<file path="config.mk">
export PLATFORM = sky130hd
export DESIGN_NAME = pe_result_collector
export DESIGN_NICKNAME = d
export VERILOG_FILES = /design/src/rtl/pe_result_collector.sv
export SDC_FILE = /design/constraint.sdc
export NUM_CORES = 1
export LEC_CHECK = 0
export CAP_MARGIN = 20
export CORE_MARGIN = 2
export CORE_UTILIZATION = 60
export DETAILED_ROUTE_END_ITERATION = 10
export HOLD_SLACK_MARGIN = 0.08
export PLACE_DENSITY_LB_ADDON = 0.25
export SLEW_MARGIN = 20
export SYNTH_ARGS = -nofsm -noshare
export SYNTH_HDL_FRONTEND = slang
export SYNTH_SLANG_ARGS = --single-unit
</file>
<file path="constraint.sdc">
create_clock -name clk -period 18.51 [get_ports clk]
set_input_delay 4.6275 -clock clk [delete_from_list [all_inputs] [get_ports clk]]
set_output_delay 4.6275 -clock clk [all_outputs]
set_load 0.1 [all_outputs]
</file>
<file path="src/rtl/pe_result_collector.sv">
// Result collector behind the double-precision PE: buffers the unstallable PE
// stream in a FIFO, optionally keeps only the final partial sum per vector,
// and hands results downstream as an AXI-stream master with credit-based issue.
module pe_result_collector #(
  parameter int DWIDTH     = 64,
  parameter int FIFO_DEPTH = 16,
  parameter int LEN_W      = 16,
  parameter int PE_LATENCY = 12
) (
  input  logic              clk,
  input  logic              rst_n,
  input  logic              cfg_start,
  input  logic              cfg_reduce,
  input  logic [LEN_W-1:0]  cfg_len,
  input  logic              issue_fire,
  output logic              credit_ok,
  input  logic [DWIDTH-1:0] in_data,
  input  logic              in_valid,
  output logic [DWIDTH-1:0] m_tdata,
  output logic              m_tvalid,
  input  logic              m_tready,
  output logic              m_tlast,
  output logic              vec_done,
  output logic [1:0]        err
);

  localparam int CW = $clog2(FIFO_DEPTH);

  logic             reduce_q;
  logic [LEN_W-1:0] len_q;
  logic [LEN_W-1:0] elem_cnt;

  logic [DWIDTH:0]  mem [FIFO_DEPTH];
  logic [CW-1:0]    wr_ptr;
  logic [CW-1:0]    rd_ptr;
  logic [CW:0]      count;
  logic [CW:0]      inflight;

  logic             cur_reduce;
  logic [LEN_W-1:0] cur_len;
  logic [LEN_W-1:0] cur_cnt;
  logic [LEN_W-1:0] eff_len;
  logic             is_last;
  logic             push;
  logic             push_ok;
  logic             pop;
  logic             empty;
  logic             full;
  logic             inc;
  logic             dec;
  logic [DWIDTH:0]  head;

  // A cfg_start in the same cycle as in_valid makes that element index 0 under the new config.
  always_comb begin
    cur_reduce = cfg_start ? cfg_reduce : reduce_q;
    cur_len    = cfg_start ? cfg_len : len_q;
    cur_cnt    = cfg_start ? '0 : elem_cnt;
    eff_len    = (cur_len == '0) ? LEN_W'(1) : cur_len;
    is_last    = (cur_cnt == eff_len - LEN_W'(1));
    push       = in_valid && (!cur_reduce || is_last);
    empty      = (count == '0);
    full       = (count == (CW+1)'(FIFO_DEPTH));
    pop        = !empty && m_tready;
    push_ok    = push && (!full || pop);
    dec        = in_valid && (inflight != '0);
    inc        = issue_fire && (inflight != '1);
    head       = mem[rd_ptr];
  end

  assign m_tvalid  = !empty;
  assign m_tdata   = empty ? '0 : head[DWIDTH-1:0];
  assign m_tlast   = empty ? 1'b0 : head[DWIDTH];
  assign credit_ok = ({1'b0, count} + {1'b0, inflight}) < (CW+2)'(FIFO_DEPTH);

  always_ff @(posedge clk) begin
    if (!rst_n) begin
      reduce_q <= 1'b0;
      len_q    <= LEN_W'(1);
      elem_cnt <= '0;
    end else begin
      if (cfg_start) begin
        reduce_q <= cfg_reduce;
        len_q    <= cfg_len;
      end
      if (in_valid)
        elem_cnt <= is_last ? '0 : cur_cnt + LEN_W'(1);
      else
        elem_cnt <= cur_cnt;
    end
  end

  always_ff @(posedge clk) begin
    if (push_ok)
      mem[wr_ptr] <= {is_last, in_data};
  end

  // Full with a simultaneous pop still accepts the push; empty never bypasses.
  always_ff @(posedge clk) begin
    if (!rst_n) begin
      wr_ptr   <= '0;
      rd_ptr   <= '0;
      count    <= '0;
      vec_done <= 1'b0;
      err      <= 2'b00;
    end else begin
      if (push_ok)
        wr_ptr <= wr_ptr + CW'(1);
      if (pop)
        rd_ptr <= rd_ptr + CW'(1);
      if (push_ok && !pop)
        count <= count + (CW+1)'(1);
      else if (pop && !push_ok)
        count <= count - (CW+1)'(1);
      vec_done <= push_ok && is_last;
      if (push && !push_ok)
        err[0] <= 1'b1;
      if (in_valid && (inflight == '0))
        err[1] <= 1'b1;
    end
  end

  always_ff @(posedge clk) begin
    if (!rst_n)
      inflight <= '0;
    else if (inc && !dec)
      inflight <= inflight + (CW+1)'(1);
    else if (dec && !inc)
      inflight <= inflight - (CW+1)'(1);
  end

endmodule

</file>
* After elaboration in Yosys (flattened, before gate mapping)
Memories as Yosys holds them, arrays and structs flattened. A register that Yosys moved wholly into a read port is not among the register bits.
Index checks and enable logic that the tools add are counted.
** Word-level totals
- Bits in registers :: 54
- Bits in writable memories :: 1040
- Bits of input ports :: 87
- Word-level logic and storage cells :: 67
- Memories :: 1
** Operators by class
- Add/sub/neg operators :: 9
- Order comparisons :: 1
- Equal/unequal tests :: 3
- Muxes and demuxes :: 16
- Reductions and logical operators :: 27
** Memory list
- mem :: words 16, bits a word 65, rd ports 1, clocked after memory_dff 1, write ports 1, line 33 : logic [DWIDTH:0] mem [FIFO_DEPTH];
** Operator list (number)
- 16-bit two-way mux :: 5
- 64-bit two-way mux :: 1
- 5-bit two-way mux :: 4
- 16-bit by 1-bit adder with 16-bit output (second input constant) :: 1
- 16-bit == test :: 1
- 16-bit logical NOT :: 1
- 16-bit by 1-bit subtractor with 16-bit output (second input constant) :: 1
- 1-bit logical AND :: 12
- 5-bit by 1-bit adder with 5-bit output (second input constant) :: 2
- 5-bit logical NOT :: 2
- 5-bit by 1-bit subtractor with 5-bit output (second input constant) :: 2
- 4-bit by 1-bit adder with 4-bit output (second input constant) :: 2
- 4-bit two-way mux :: 2
- 1-bit logical NOT :: 7
- 5-bit by 5-bit adder with 6-bit output :: 1
- 6-bit by 5-bit less-than comparator with 1-bit output (second input constant) :: 1
- 5-bit == test (second input constant) :: 1
- 5-bit != test (second input constant) :: 1
- 5-bit nonzero test :: 1
- 1-bit two-way mux :: 4
- 2-bit nonzero test :: 2
- 1-bit logical OR :: 2

* Longest topological paths before layout
Gate-level depths: netlist (run 1).
- Word-level depth :: 12
- Depth in mapped cells :: 24
- Mapped depth without buffers :: 20

* Worst setup path after synthesis (run 1)
No wires, ideal clock.
- Path type :: flip-flop to output port
- Start :: register inflight[1]
- End :: output credit_ok
- Arrival :: 5.762 ns
- Required time :: 13.882 ns
- Path slack :: 8.120 ns
- Cell stages (with the launch flop) :: 5
- Path buffers :: 0
- Path through :: dfxtp_1 -> ha_1 -> a31o_2 -> a21o_1 -> a2111oi_0
** On the way
- Cells in the longest elaborated chain, start to end :: 2
** RTL lines
- start: declaration :: line 37 : logic [CW:0] inflight;
- start signal: assignment :: line 126 : inflight <= inflight + (CW+1)'(1);
- start signal: assignment :: line 128 : inflight <= inflight - (CW+1)'(1);
- 5-bit by 5-bit adder with 6-bit output :: line 73 : assign credit_ok = ({1'b0, count} + {1'b0, inflight}) < (CW+2)'(FIFO_DEPTH);
- 6-bit by 5-bit less-than comparator with 1-bit output :: line 73
- end: declaration :: line 16 : output logic credit_ok,
No other way between the ends.

==> results of run 1 <==
-- power groups by stage --
| stage | sequential (mW) | clock [mW] | combinational [mW] |
|---|---|---|---|
| CTS | 2.84 | 2.14 | 1.98 |
| global placement | 2.89 | 0 | 1.95 |
| global route | 2.83 | 2.23 | 2.07 |
| detailed placement | 2.89 | 0 | 1.96 |
| finish | 2.82 | 2.11 | 1.97 |
| floorplan | 2.84 | 0 | 1.54 |
-- state kept, by name, indices dropped and copies added, names as in the netlist, named ones only --
register / cells
err: 2
elem_cnt: 16
count: 5
len_q: 16
inflight: 5
mem: 1040
reduce_q: 1
vec_done: 1
wr_ptr: 4
rd_ptr: 4
-- cell type report --
| type | count | area, µm² | area share (%) |
|---|---|---|---|
| tap | 950 | 1190 | 2.42 |
| multi-input combinational | 744 | 10300 | 20.9 |
| timing repair buffer | 184 | 1790 | 3.65 |
| clock buffer | 140 | 2910 | 5.93 |
| sequential | 1098 | 32400 | 66.0 |
| inverter | 10 | 37.5 | 0.0764 |
| clock inverter | 54 | 505 | 1.03 |
-- layer usage --
metal	wire length, µm	track usage, %
met4	1900	7.17
met5	55	0
met3	6760	4.24
met2	47600	42.6
met1	36600	36.2
-- worst max-delay path: cells and delay by family (launching register included) --
| kind | cells | cell delay (ns) |
|---|---|---|
| buffers and inverters | 3 | 2.78 |
| DFF | 1 | 1.01 |
| muxes | 2 | 0.91 |
| and+or+nand+nor | 1 | 0.25 |
-- final timing paths --
check                  startpoint               endpoint  slack, ns  cells after the start
min reg2reg   err[1]$_SDFFE_PN0P_    err[1]$_SDFFE_PN0P_       0.47                      1
min           err[1]$_SDFFE_PN0P_    err[1]$_SDFFE_PN0P_       0.47                      1
max reg2reg  len_q[13]$_SDFF_PN0_  mem[13][40]$_DFFE_PP_      12.81                     13
max                          flop            m_tdata[46]       8.06                      6
-- kinds of logic after synthesis --
| logic type | count (synthesis) |
|---|---|
| DFF | 1098 |
| muxes | 350 |
| and+or+nand+nor | 258 |
| buffers and inverters | 108 |
| AOI/OAI and AO/OA | 70 |
| xor gates and xnor gates | 45 |
| adders and majority gates | 21 |
-- synthesized netlist by cell type, drive strengths merged, types with 5 or more instances --
master / instances / area [µm²]
a21oi: 17 / 85.1
nor2: 62 / 258
and2: 72 / 450
buf: 32 / 140
dfxtp: 58 / 1160
or3: 6 / 37.5
ha: 19 / 238
nor3: 14 / 70.1
mux2i: 25 / 250
and3: 12 / 75.1
nand2b: 12 / 75.1
mux4: 325 / 7320
nor4: 5 / 31.3
nand4: 6 / 37.5
nand3: 10 / 50.1
clkbuf: 66 / 248
nand2: 25 / 93.8
xnor2: 23 / 201
xor2: 21 / 184
nor3b: 10 / 80.1
o21ai: 8 / 40.0
inv: 9 / 33.8
nor2b: 5 / 31.3
edfxtp: 1040 / 31200
a21o: 6 / 45.0
==> results_tabular.tex, run 1 <==
\begin{tabular}{lr}
\hline
Metric & Value \\
\hline
\multicolumn{2}{l}{\textbf{STA}} \\
Final Worst Setup Slack & between 8 and 9 ns \\
Max-slew violation count & 0 \\
Transition at the pin with the smallest max-transition slack & 1.14 ns \\
Worst slew margin relative to its limit & between 20\% and 30\% \\
Final hold vios & 0 \\
FMAX & $\sim$0.096 GHz \\
Min Tclk post-route & roughly 10 ns \\
Final setup TNS & 0 ns \\
Worst Hold Slack & approximately 0.47 ns \\
Worst Skew & 0.0319 ns \\
Endpoints failing setup & 0 \\
Final period utilization & 56.4\% \\
RSZ-0062 raised after global routing & no \\
\multicolumn{2}{l}{\textbf{Clocking}} \\
Count of hold-fix buffers inserted at cts & 0 \\
Total clock sinks & 1098 \\
TritonCTS clock tree & built \\
Max Root-Sink Buffers & 3 \\
Post-CTS Setup Bufs & 0 \\
Worst-Skew Late Latency & a little under 0.7 ns \\
Total number of H-tree levels & 3 \\
Number of buffers created by CTS & approximately 110 \\
Post-CTS sizing & 0 \\
Clock Pin Slew Worst Setup and Hold Paths & 0.06 ns \\
Clock tree root buffer cell & sky130\_fd\_sc\_hd\_\_clkbuf\_16 \\
\multicolumn{2}{l}{\textbf{Synth}} \\
Post-synthesis cell type count & 64 \\
Warnings, synthesis & 0 \\
Register bit total from synthesis & 1098 \\
Post-synth ARST share & 0\% \\
Combined area of all synthesized cells & 43000 µm² \\
Post-synth EDFFs & 1040 \\
Fraction of the mapped netlist area in adder cells & less than 1\% \\
Xor/xnor cell area share of the yosys netlist & less than 1\% \\
Combinational family with the most area after synthesis & multiplexers \\
Top flip-flop cell by instance count after synthesis & sky130\_fd\_sc\_hd\_\_edfxtp\_1 \\
Post-Syn Area per Cell & 22.1 µm² \\
Part of the Yosys area used for sequential elements & between 70\% and 80\% \\
Post-synthesis net count & slightly above 2000 \\
Synthesized-area fraction occupied by ao, oa, aoi and oai cells & 1.15\% \\
Multiplexer share of the synthesized area & $\sim$18\% \\
Synth Instances & between 1500 and 2000 \\
Area share of and/or/nand/nor cells after synthesis & 3.39\% \\
\multicolumn{2}{l}{\textbf{Min path}} \\
Worst min-delay path class & reg -> reg \\
\multicolumn{2}{l}{\textbf{Run status}} \\
Status & completed \\
\multicolumn{2}{l}{\textbf{Cells and area}} \\
Layout-stage area growth over the synthesis result & 14.2\% \\
Nets & about 2300 \\
Most frequent cells in the layout & sky130\_fd\_sc\_hd\_\_edfxtp\_1, sky130\_fd\_sc\_hd\_\_mux4\_2, sky130\_fd\_sc\_hd\_\_clkdlybuf4s50\_1 \\
Most frequent standard cell in the layout excluding fill and tap cells & sky130\_fd\_sc\_hd\_\_edfxtp\_1 \\
Antenna diodes & 0 \\
Utilization of the core after routing & between 60\% and 70\% \\
Fraction of final layout cells with drive strength greater than 1 & 24.0\% \\
Final non-filler cell total & 3180 \\
Filler instances & 4207 \\
Design Area, Final & 49100 µm² \\
\multicolumn{2}{l}{\textbf{Placed design}} \\
Number of port buffers & 156 \\
Number of placed cells counting well taps & 2985 \\
Worst setup slack before clock tree synthesis & 7.65 ns \\
Detailed placement HPWL & 45.9 mm \\
Area post-placement & 45700 µm² \\
Last weighted congestion value of the routability-driven placer & 0.886 \\
\multicolumn{2}{l}{\textbf{Critical path}} \\
Slowest CP cell & sky130\_fd\_sc\_hd\_\_dfxtp\_4 \\
Ordered cell list for the critical path & buf\_4 -> buf\_4 -> mux4\_2 -> mux4\_2 -> and2\_1 -> clkdlybuf4s50\_1 \\
Critical path arrival & slightly below 6 ns \\
Startpoint type of the worst setup path & flop \\
CP max stage delay & 1.01 ns \\
Kind of end point of the critical path & primary output \\
CP Class & reg -> out \\
Critical path required time & about 14 ns \\
Critical path peak fanout & 71 \\
\multicolumn{2}{l}{\textbf{Run}} \\
Max-cap violations & 0 \\
\multicolumn{2}{l}{\textbf{Pwr}} \\
Clock power share & 30.6\% \\
Power per cell area & $\sim$140 nW/µm² \\
Reported net switching power & about 2.2 mW \\
IR drop worst, VDD & between 0.0001 and 0.00015 V \\
Total power of the final layout & 6.91 mW \\
Pint & 4.70 mW \\
Logic pwr share & 28.6\% \\
Switching share of total power & 32.0\% \\
Sequential group share of total power & 40.8\% \\
Leakage Power & 15.2 nW \\
\multicolumn{2}{l}{\textbf{Routing}} \\
Routed wire length & 92.8 mm \\
Average wire per standard cell & 29.2 µm \\
Initial drt markers & 2334 \\
Number of vias in the routed layout & 20496 \\
Avg Vias per Cell & $\sim$6.4 \\
Drc violations & 0 \\
Post-route antenna net violation count & 0 \\
Number of search-and-repair iterations in the first detailed-routing pass & 6 \\
\multicolumn{2}{l}{\textbf{Global routing}} \\
Vias in the first global route & 21371 \\
Global-route wire length before repair & 139 mm \\
Overall track demand over capacity in global routing & 25.7\% \\
Number of antenna violations at the first check in global routing & 4 \\
Largest net degree at the start of global routing & 110 \\
Congestion Overflow GR & 0 \\
\multicolumn{2}{l}{\textbf{Die}} \\
Overall die area & 73900 µm² \\
Starting density of the core & 60.4\% \\
Cell row count & 98 \\
Core Footprint & roughly 70000 µm² \\
I/O pins & 157 \\
Die Wd & 272 µm \\
Overall die height & 272 µm \\
\hline
\end{tabular}
(Power assumes the default switching activity.)
==> inputs of run 2 (changes only) <==
- CORE_UTILIZATION: 60 -> 55
- clock period: 18.51 -> 8.6 ns (I/O delays scaled with it)
==> run 2 against run 1 <==
  * Clock power rose by 120%
  * Power grew 120%
  * Count of clock-buffer cells in the layout down 6
  * Worst setup slack lost 6.6 ns
  * Die area increased by 9.0%
  * Critical path depth rose by 15
  * Global-route usage is 2.2 points lower
  * Cell count increased by 3.2%
  * Sequential power is 110% higher
  * Critical path type is now in -> reg
  * Critical endpoint is now count[4]$_SDFFE_PN0P_
  * Largest power group unchanged
==> results_tabular.tex, run 2 (same netlist as run 1, synthesis figures left out) <==
\begin{tabular}{lr}
\hline
Metric & Value \\
\hline
\multicolumn{2}{l}{\textbf{Clocking}} \\
Total clock sinks & 1098 (unchanged) \\
Clock tree root buffer cell & sky130\_fd\_sc\_hd\_\_clkbuf\_16 \\
Max Root-Sink Buffers & 3 (unchanged) \\
Worst-Skew Late Latency & 0.67 ns (about the same) \\
Post-CTS sizing & 0 (unchanged) \\
Post-CTS Setup Bufs & 0 (unchanged) \\
Total number of H-tree levels & 3 (unchanged) \\
TritonCTS clock tree & built \\
Clock Pin Slew Worst Setup and Hold Paths & 0.06 ns (about the same) \\
Number of buffers created by CTS & 108 (unchanged) \\
Count of hold-fix buffers inserted at cts & 0 (unchanged) \\
\multicolumn{2}{l}{\textbf{Cells and area}} \\
Most frequent standard cell in the layout excluding fill and tap cells & sky130\_fd\_sc\_hd\_\_edfxtp\_1 \\
Filler instances & 5036 (+20\%) \\
Flip-flop count of the largest register after layout & 1040 (unchanged) \\
Antenna diodes & 0 (unchanged) \\
Register with the highest flop count & mem \\
Fraction of final layout cells with drive strength greater than 1 & 24.4\% (+0.35 points) \\
Final non-filler cell total & 3283 (+3.2\%) \\
Design Area, Final & 49600 µm² (+0.91\%) \\
Most frequent cells in the layout & sky130\_fd\_sc\_hd\_\_edfxtp\_1, sky130\_fd\_sc\_hd\_\_mux4\_2, sky130\_fd\_sc\_hd\_\_clkdlybuf4s50\_1 \\
Nets & 2261 (+0.31\%) \\
Biggest registers after layout & mem x1040, elem\_cnt x16, len\_q x16 \\
Layout-stage area growth over the synthesis result & 15.2\% \\
\multicolumn{2}{l}{\textbf{Run}} \\
Max-cap violations & 0 (unchanged) \\
\multicolumn{2}{l}{\textbf{Routing}} \\
Number of vias in the routed layout & 20518 (+0.11\%) \\
Number of search-and-repair iterations in the first detailed-routing pass & 6 (unchanged) \\
Drc violations & 0 (unchanged) \\
Avg Vias per Cell & 6.25 (-3.0\%) \\
Initial drt markers & 2170 (-7.0\%) \\
Average wire per standard cell & 28.3 µm (-3.2\%) \\
Post-route antenna net violation count & 0 (unchanged) \\
Routed wire length & 92.8 mm (about the same) \\
\multicolumn{2}{l}{\textbf{Min path}} \\
Worst min-delay path class & reg -> reg \\
Hold Crit Endpoint & err[1]\$\_SDFFE\_PN0P\_ \\
Hold Startpoint & err[1]\$\_SDFFE\_PN0P\_ \\
Depth of the worst hold-timing path & 1 (unchanged) \\
\multicolumn{2}{l}{\textbf{STA}} \\
Transition at the pin with the smallest max-transition slack & 1.01 ns (-0.127 ns) \\
Worst Skew & 0.0227 ns (-0.00920 ns) \\
Final Worst Setup Slack & 1.47 ns (-6.59 ns) \\
Final hold vios & 0 (unchanged) \\
Final period utilization & 82.9\% \\
Max-slew violation count & 0 (unchanged) \\
Worst slew margin relative to its limit & 32.3\% (+8.5 points) \\
FMAX & about 0.14 GHz \\
Endpoints failing setup & 0 (unchanged) \\
RSZ-0062 raised after global routing & no \\
Min Tclk post-route & 7.13 ns \\
Final setup TNS & 0 ns (unchanged) \\
\multicolumn{2}{l}{\textbf{Pwr}} \\
Reported net switching power & 4.80 mW (+120\%) \\
Power per cell area & 303 nW/µm² (+120\%) \\
Switching share of total power & 32.0\% (about the same) \\
Logic pwr share & 28.8\% (+0.2 points) \\
Clock power share & 30.8\% (+0.2 points) \\
Sequential group share of total power & 40.4\% (-0.4 points) \\
Leakage Power & 15.3 nW (+0.80\%) \\
IR drop worst, VDD & 0.000393 V (+170\%) \\
Total power of the final layout & 15.0 mW (+120\%) \\
Pint & 10.2 mW (+120\%) \\
\multicolumn{2}{l}{\textbf{Critical path}} \\
Critical path peak fanout & 41 (-42\%) \\
Worst r2r path cells & 20 (+7) \\
Critical path required time & 9.18 ns (-4.70 ns) \\
Slowest CP cell & sky130\_fd\_sc\_hd\_\_buf\_2 \\
Bufs and invs on worst path & 4 (+1) \\
CP max stage delay & 0.53 ns (-0.48 ns) \\
CP Class & in -> reg \\
Reg2Reg Setup Slack & 3.32 ns (-9.49 ns) \\
Capture point of the worst reg-to-reg path & count[4]\$\_SDFFE\_PN0P\_ \\
Critical path arrival & 7.71 ns (+1.89 ns) \\
Startpoint of the most critical register-to-register path & len\_q[6]\$\_SDFF\_PN0\_ \\
Startpoint type of the worst setup path & primary input \\
Ordered cell list for the critical path & buf\_2 -> buf\_4 -> nor4\_1 -> o22a\_1 -> a221oi\_1 -> ha\_1 -> o21ai\_0 -> nor4\_1 -> nor3\_1 -> a311oi\_1 -> a31oi\_2 -> nor2\_1 -> buf\_4 -> ha\_1 -> inv\_1 -> fa\_1 -> a21o\_1 -> a21oi\_1 -> xnor2\_1 -> or3\_1 -> a21oi\_1 \\
Kind of end point of the critical path & flop \\
Kind of cell adding the most delay to the critical path & compound AO/OA/AOI/OAI gates \\
\multicolumn{2}{l}{\textbf{Placed design}} \\
Last weighted congestion value of the routability-driven placer & 0.846 (-4.5\%) \\
Area post-placement & 46100 µm² (+0.88\%) \\
Detailed placement HPWL & 52.4 mm (+14\%) \\
Number of port buffers & 156 (unchanged) \\
Worst setup slack before clock tree synthesis & 0.931 ns (-6.72 ns) \\
Number of placed cells counting well taps & 3083 (+3.3\%) \\
\multicolumn{2}{l}{\textbf{Global routing}} \\
Global-route wire length before repair & 140 mm (+1.3\%) \\
Largest net degree at the start of global routing & 90 (-18\%) \\
Vias in the first global route & 21273 (-0.46\%) \\
Number of antenna violations at the first check in global routing & 2 (-2) \\
Congestion Overflow GR & 0 (unchanged) \\
Overall track demand over capacity in global routing & 23.5\% (-2.2 points) \\
\multicolumn{2}{l}{\textbf{Die}} \\
I/O pins & 157 (unchanged) \\
Starting density of the core & 55.5\% (-4.9 points) \\
Cell row count & 102 (+4.1\%) \\
Overall die height & 284 µm (+4.4\%) \\
Die Wd & 284 µm (+4.4\%) \\
Core Footprint & 77500 µm² (+8.7\%) \\
Overall die area & 80500 µm² (+9.0\%) \\
\multicolumn{2}{l}{\textbf{Run status}} \\
Status & completed \\
\hline
\end{tabular}
-- run 2: cell types whose count changed in the layout (fill, tap and decap cells not counted), sizes merged --
cell,change
buf,+6
bufinv,+4
clkinvlp,+3
clkinv,+8
clkdlybuf4s50,+1
inv,-3
clkbuf,-6
-- run 2: worst max path at each step --
stage / startpoint / end / slack [ns] / cells past startpoint
detailed placement: cfg_start / count[4]$_SDFFE_PN0P_ / 0.93 / 21
floorplan: inflight[1]$_SDFFE_PN0P_ / credit_ok / 0.69 / 4
global placement: cfg_start / count[4]$_SDFFE_PN0P_ / 1.14 / 21
CTS: cfg_start / count[4]$_SDFFE_PN0P_ / 1.59 / 21
global route: cfg_start / count[4]$_SDFFE_PN0P_ / 1.15 / 21
finish: cfg_start / count[4]$_SDFFE_PN0P_ / 1.47 / 21
-- run 2: final cells by class --
class / instances / area, µm² / area share, %
Sequential cell: 1098 / 32400 / 65.4
Inverter: 10 / 37.5 / 0.0757
Multi-Input combinational cell: 744 / 10300 / 20.8
Timing Repair Buffer: 191 / 2050 / 4.14
Tap cell: 1040 / 1300 / 2.62
Clock buffer: 134 / 2860 / 5.78
Clock inverter: 66 / 626 / 1.26
-- run 2: per-layer routing --
layer / vias up / GRT usage [%] / share of wire (%) / wire length, µm
met1: 10989 / 34.3 / 41 / 38400
met3: 134 / 3.66 / 6.6 / 6080
met4: 0 / 4.92 / 1.8 / 1620
li1: 8583 / - / - / -
met5: - / 0 / 0 / 0
met2: 812 / 38.3 / 50 / 46600
-- run 2: power groups by stage --
stage / combinational, mW / clock, mW / sequential (mW)
2_1_floorplan: 3.32 / 0 / 6.12
3_3_place_gp: 4.35 / 0 / 6.17
3_5_place_dp: 4.38 / 0 / 6.17
4_1_cts: 4.40 / 4.69 / 6.06
5_1_grt: 4.54 / 4.90 / 6.07
6_report: 4.33 / 4.62 / 6.06
-- run 2: stage by stage --
step	utilization (%)	hold slack, ns
after floorplan	-	0.459
after global placement	59.4	0.450
after detailed placement	59.5	0.461
after CTS	64.0	0.481
after global routing	64.0	0.515
final	64.0	0.472
==> inputs of run 3 (changes only) <==
- clock period: 8.6 -> 5.81 ns (I/O delays scaled with it)
==> run 3 against run 2 <==
  * Count of clock-buffer cells in the layout increased by 1
  * First-iteration DRC count down 0.60%
  * Register-to-register slack worse by 2.1 ns
  * Highest routed layer is now met5
  * Utilization grew 0.95 points
  * Via count decreased by 0.72%
  * Power up 48%
  * Non-clock buffer count increased by 61
==> results_tabular.tex, run 3 (same netlist as run 1, synthesis figures left out) <==
\begin{tabular}{lr}
\hline
Metric & Value \\
\hline
\multicolumn{2}{l}{\textbf{Critical path}} \\
Startpoint of the most critical register-to-register path & len\_q[13]\$\_SDFF\_PN0\_ \\
Reg2Reg Setup Slack & 1.22 ns (-2.10 ns) \\
Worst r2r path cells & 19 (-5.0\%) \\
Startpoint type of the worst setup path & primary input \\
Critical path arrival & 6.03 ns (-1.68 ns) \\
CP Class & in -> reg \\
Kind of cell adding the most delay to the critical path & compound AO/OA/AOI/OAI gates \\
CP max stage delay & 0.50 ns (-0.03 ns) \\
Critical path peak fanout & 5 (-88\%) \\
Ordered cell list for the critical path & clkdlybuf4s50\_1 -> nor3b\_1 -> o22a\_1 -> and2\_1 -> a221oi\_1 -> ha\_2 -> o21ai\_2 -> nor4\_2 -> nor3\_1 -> a311oi\_1 -> a31oi\_2 -> nor2\_2 -> ha\_1 -> inv\_1 -> fa\_1 -> a21o\_1 -> a21oi\_1 -> xnor2\_1 -> or3\_1 -> a21oi\_1 \\
Capture point of the worst reg-to-reg path & count[4]\$\_SDFFE\_PN0P\_ \\
Most frequent CP cell & sky130\_fd\_sc\_hd\_\_a21oi\_1 \\
Slowest CP cell & sky130\_fd\_sc\_hd\_\_clkdlybuf4s50\_1 \\
Bufs and invs on worst path & 2 (-2) \\
Kind of end point of the critical path & flop \\
Critical path required time & 6.41 ns (-2.77 ns) \\
\multicolumn{2}{l}{\textbf{Cells and area}} \\
Most frequent standard cell in the layout excluding fill and tap cells & sky130\_fd\_sc\_hd\_\_edfxtp\_1 \\
Most frequent cells in the layout & sky130\_fd\_sc\_hd\_\_edfxtp\_1, sky130\_fd\_sc\_hd\_\_mux4\_2, sky130\_fd\_sc\_hd\_\_clkdlybuf4s50\_1 \\
Fraction of final layout cells with drive strength greater than 1 & 28.6\% (+4.3 points) \\
Nets & 2322 (+2.7\%) \\
Layout-stage area growth over the synthesis result & 16.9\% \\
Utilization of the core after routing & 64.9\% (+0.95 points) \\
Flip-flop count of the largest register after layout & 1040 (unchanged) \\
Biggest registers after layout & mem x1040, elem\_cnt x16, len\_q x16 \\
Register with the highest flop count & mem \\
Design Area, Final & 50300 µm² (+1.5\%) \\
\multicolumn{2}{l}{\textbf{Routing}} \\
Avg Vias per Cell & 6.09 (-2.5\%) \\
Initial drt markers & 2157 (-0.60\%) \\
Number of search-and-repair iterations in the first detailed-routing pass & 8 (+2) \\
Number of vias in the routed layout & 20370 (-0.72\%) \\
Routed wire length & 90.8 mm (-2.1\%) \\
Average wire per standard cell & 27.1 µm (-3.9\%) \\
Post-route antenna net violation count & 0 (unchanged) \\
Drc violations & 0 (unchanged) \\
\multicolumn{2}{l}{\textbf{Placed design}} \\
Last weighted congestion value of the routability-driven placer & 0.835 (-1.3\%) \\
Area post-placement & 46800 µm² (+1.5\%) \\
Number of port buffers & 156 (unchanged) \\
Detailed placement HPWL & 50.9 mm (-2.9\%) \\
\multicolumn{2}{l}{\textbf{Global routing}} \\
Largest net degree at the start of global routing & 90 (unchanged) \\
Overall track demand over capacity in global routing & 23.1\% (-0.40 points) \\
Vias in the first global route & 21614 (+1.6\%) \\
Congestion Overflow GR & 0 (unchanged) \\
Global-route wire length before repair & 139 mm (-1.3\%) \\
Number of antenna violations at the first check in global routing & 5 (+3) \\
\multicolumn{2}{l}{\textbf{STA}} \\
Worst slew margin relative to its limit & 29.4\% (-2.9 points) \\
Final period utilization & 93.5\% \\
Max-slew violation count & 0 (unchanged) \\
Final hold vios & 0 (unchanged) \\
Transition at the pin with the smallest max-transition slack & 1.06 ns (+0.0436 ns) \\
Min Tclk post-route & about 5.4 ns \\
Worst Skew & 0.0364 ns (+0.0137 ns) \\
Endpoints failing setup & 0 (unchanged) \\
RSZ-0062 raised after global routing & no \\
FMAX & 0.184 GHz \\
\multicolumn{2}{l}{\textbf{Run status}} \\
Status & completed \\
\multicolumn{2}{l}{\textbf{Run}} \\
Max-cap violations & 0 (unchanged) \\
\multicolumn{2}{l}{\textbf{Die}} \\
I/O pins & 157 (unchanged) \\
Die Wd & 284 µm (unchanged) \\
Cell row count & 102 (unchanged) \\
Starting density of the core & 55.5\% (unchanged) \\
Overall die height & 284 µm (unchanged) \\
Core Footprint & 77500 µm² (unchanged) \\
Overall die area & 80500 µm² (unchanged) \\
\multicolumn{2}{l}{\textbf{Pwr}} \\
Leakage Power & 15.8 nW (+2.9\%) \\
IR drop worst, VDD & 0.000430 V (+9.5\%) \\
Reported net switching power & 7.08 mW (+48\%) \\
Sequential group share of total power & 40.3\% (about the same) \\
Logic pwr share & 28.8\% (about the same) \\
Pint & 15.1 mW (+48\%) \\
Power per cell area & 441 nW/µm² (+46\%) \\
Clock power share & 30.9\% (about the same) \\
Switching share of total power & 31.9\% (about the same) \\
\multicolumn{2}{l}{\textbf{Clocking}} \\
TritonCTS clock tree & built \\
Max Root-Sink Buffers & 3 (unchanged) \\
Clock tree root buffer cell & sky130\_fd\_sc\_hd\_\_clkbuf\_16 \\
Post-CTS sizing & 0 (unchanged) \\
Worst-Skew Late Latency & 0.68 ns (about the same) \\
Count of hold-fix buffers inserted at cts & 0 (unchanged) \\
Total clock sinks & 1098 (unchanged) \\
Total number of H-tree levels & 3 (unchanged) \\
Number of buffers created by CTS & 108 (unchanged) \\
Post-CTS Setup Bufs & 0 (unchanged) \\
Clock Pin Slew Worst Setup and Hold Paths & 0.06 ns (about the same) \\
\multicolumn{2}{l}{\textbf{Min path}} \\
Hold Startpoint & err[1]\$\_SDFFE\_PN0P\_ \\
Worst min-delay path class & reg -> reg \\
Hold Crit Endpoint & err[1]\$\_SDFFE\_PN0P\_ \\
Depth of the worst hold-timing path & 1 (unchanged) \\
\hline
\end{tabular}
==> run 3: cell types whose count changed in the layout (fill, tap and decap cells not counted), moves of 2 or more <==
cell	delta
sky130_fd_sc_hd__buf_12	+31
sky130_fd_sc_hd__clkbuf_16	-3
sky130_fd_sc_hd__buf_4	+74
sky130_fd_sc_hd__buf_16	-3
sky130_fd_sc_hd__clkbuf_8	+2
sky130_fd_sc_hd__clkdlybuf4s50_1	-41
sky130_fd_sc_hd__clkinv_2	+3
sky130_fd_sc_hd__clkinv_1	-10
sky130_fd_sc_hd__diode_2	+3
sky130_fd_sc_hd__clkinv_16	+3
sky130_fd_sc_hd__clkbuf_1	+2
==> run 3: power by group through the flow <==
stage	Clock, mW	Combinational [mW]	Sequential (mW)
5_1_grt	7.28	6.73	8.95
4_1_cts	6.99	6.48	8.94
6_report	6.85	6.39	8.93
2_1_floorplan	0	4.92	9.05
3_3_place_gp	0	6.41	9.09
3_5_place_dp	0	6.45	9.10
==> run 3: metrics by stage <==
step	worst slack [ns]	hold slack [ns]	cells	power, mW	TNS [ns]
2_1_floorplan	0.0130	0.459	1950	14.0	0
3_3_place_gp	-0.200	0.452	3144	15.5	-0.376
3_5_place_dp	-0.238	0.458	3144	15.6	-0.400
4_1_cts	0.371	0.471	3341	22.4	0
5_1_grt	0.115	0.496	3342	23.0	0
6_report	0.375	0.470	3344	22.2	0
==> run 3: worst reg2reg max path, stage by stage (launching register included) <==
cell                       delay (ns)
sky130_fd_sc_hd__dfxtp_1         0.42
sky130_fd_sc_hd__nor3_1          0.10
sky130_fd_sc_hd__o22a_1          0.22
sky130_fd_sc_hd__and2_1          0.18
sky130_fd_sc_hd__a221oi_1        0.31
sky130_fd_sc_hd__ha_2            0.29
sky130_fd_sc_hd__o21ai_2         0.11
sky130_fd_sc_hd__nor4_2          0.29
sky130_fd_sc_hd__nor3_1          0.14
sky130_fd_sc_hd__a311oi_1        0.44
sky130_fd_sc_hd__a31oi_2         0.24
sky130_fd_sc_hd__nor2_2          0.19
sky130_fd_sc_hd__ha_1            0.19
sky130_fd_sc_hd__inv_1           0.09
sky130_fd_sc_hd__fa_1            0.40
sky130_fd_sc_hd__a21o_1          0.17
sky130_fd_sc_hd__a21oi_1         0.20
sky130_fd_sc_hd__xnor2_1         0.10
sky130_fd_sc_hd__or3_1           0.30
sky130_fd_sc_hd__a21oi_1         0.14
==> run 3: worst max path at each step <==
| stage | cells after the start | endpoint | slack, ns | startpoint |
|---|---|---|---|---|
| after floorplan | 23 | count[4]$_SDFFE_PN0P_ | 0.01 | cfg_start |
| after global placement | 20 | count[4]$_SDFFE_PN0P_ | -0.20 | cfg_len[6] |
| after detailed placement | 20 | count[4]$_SDFFE_PN0P_ | -0.24 | cfg_len[14] |
| after CTS | 5 | m_tdata[24] | 0.37 | flop |
| after global routing | 20 | count[4]$_SDFFE_PN0P_ | 0.12 | cfg_len[14] |
| final | 20 | count[4]$_SDFFE_PN0P_ | 0.37 | cfg_len[14] |
==> run 3: routing by layer <==
metal / share of wire, % / track usage [%] / vias up / wire length (µm)
met1: 40 / 32.4 / 10756 / 36500
met3: 7.3 / 4.67 / 132 / 6600
met2: 51 / 37.8 / 768 / 45900
li1: - / - / 8708 / -
met5: 0.041 / 0 / - / 37
met4: 2.0 / 5.75 / 6 / 1770
==> run 3: final cells by class <==
class,count,area [µm²]
diodes,3,7.51
clock buffers,135,2820
clock inverters,62,693
fillers,4969,27200
inverters,10,37.5
multi-input cells,744,10300
flip-flops and latches,1098,32400
well taps,1040,1300
repair buffers,252,2740
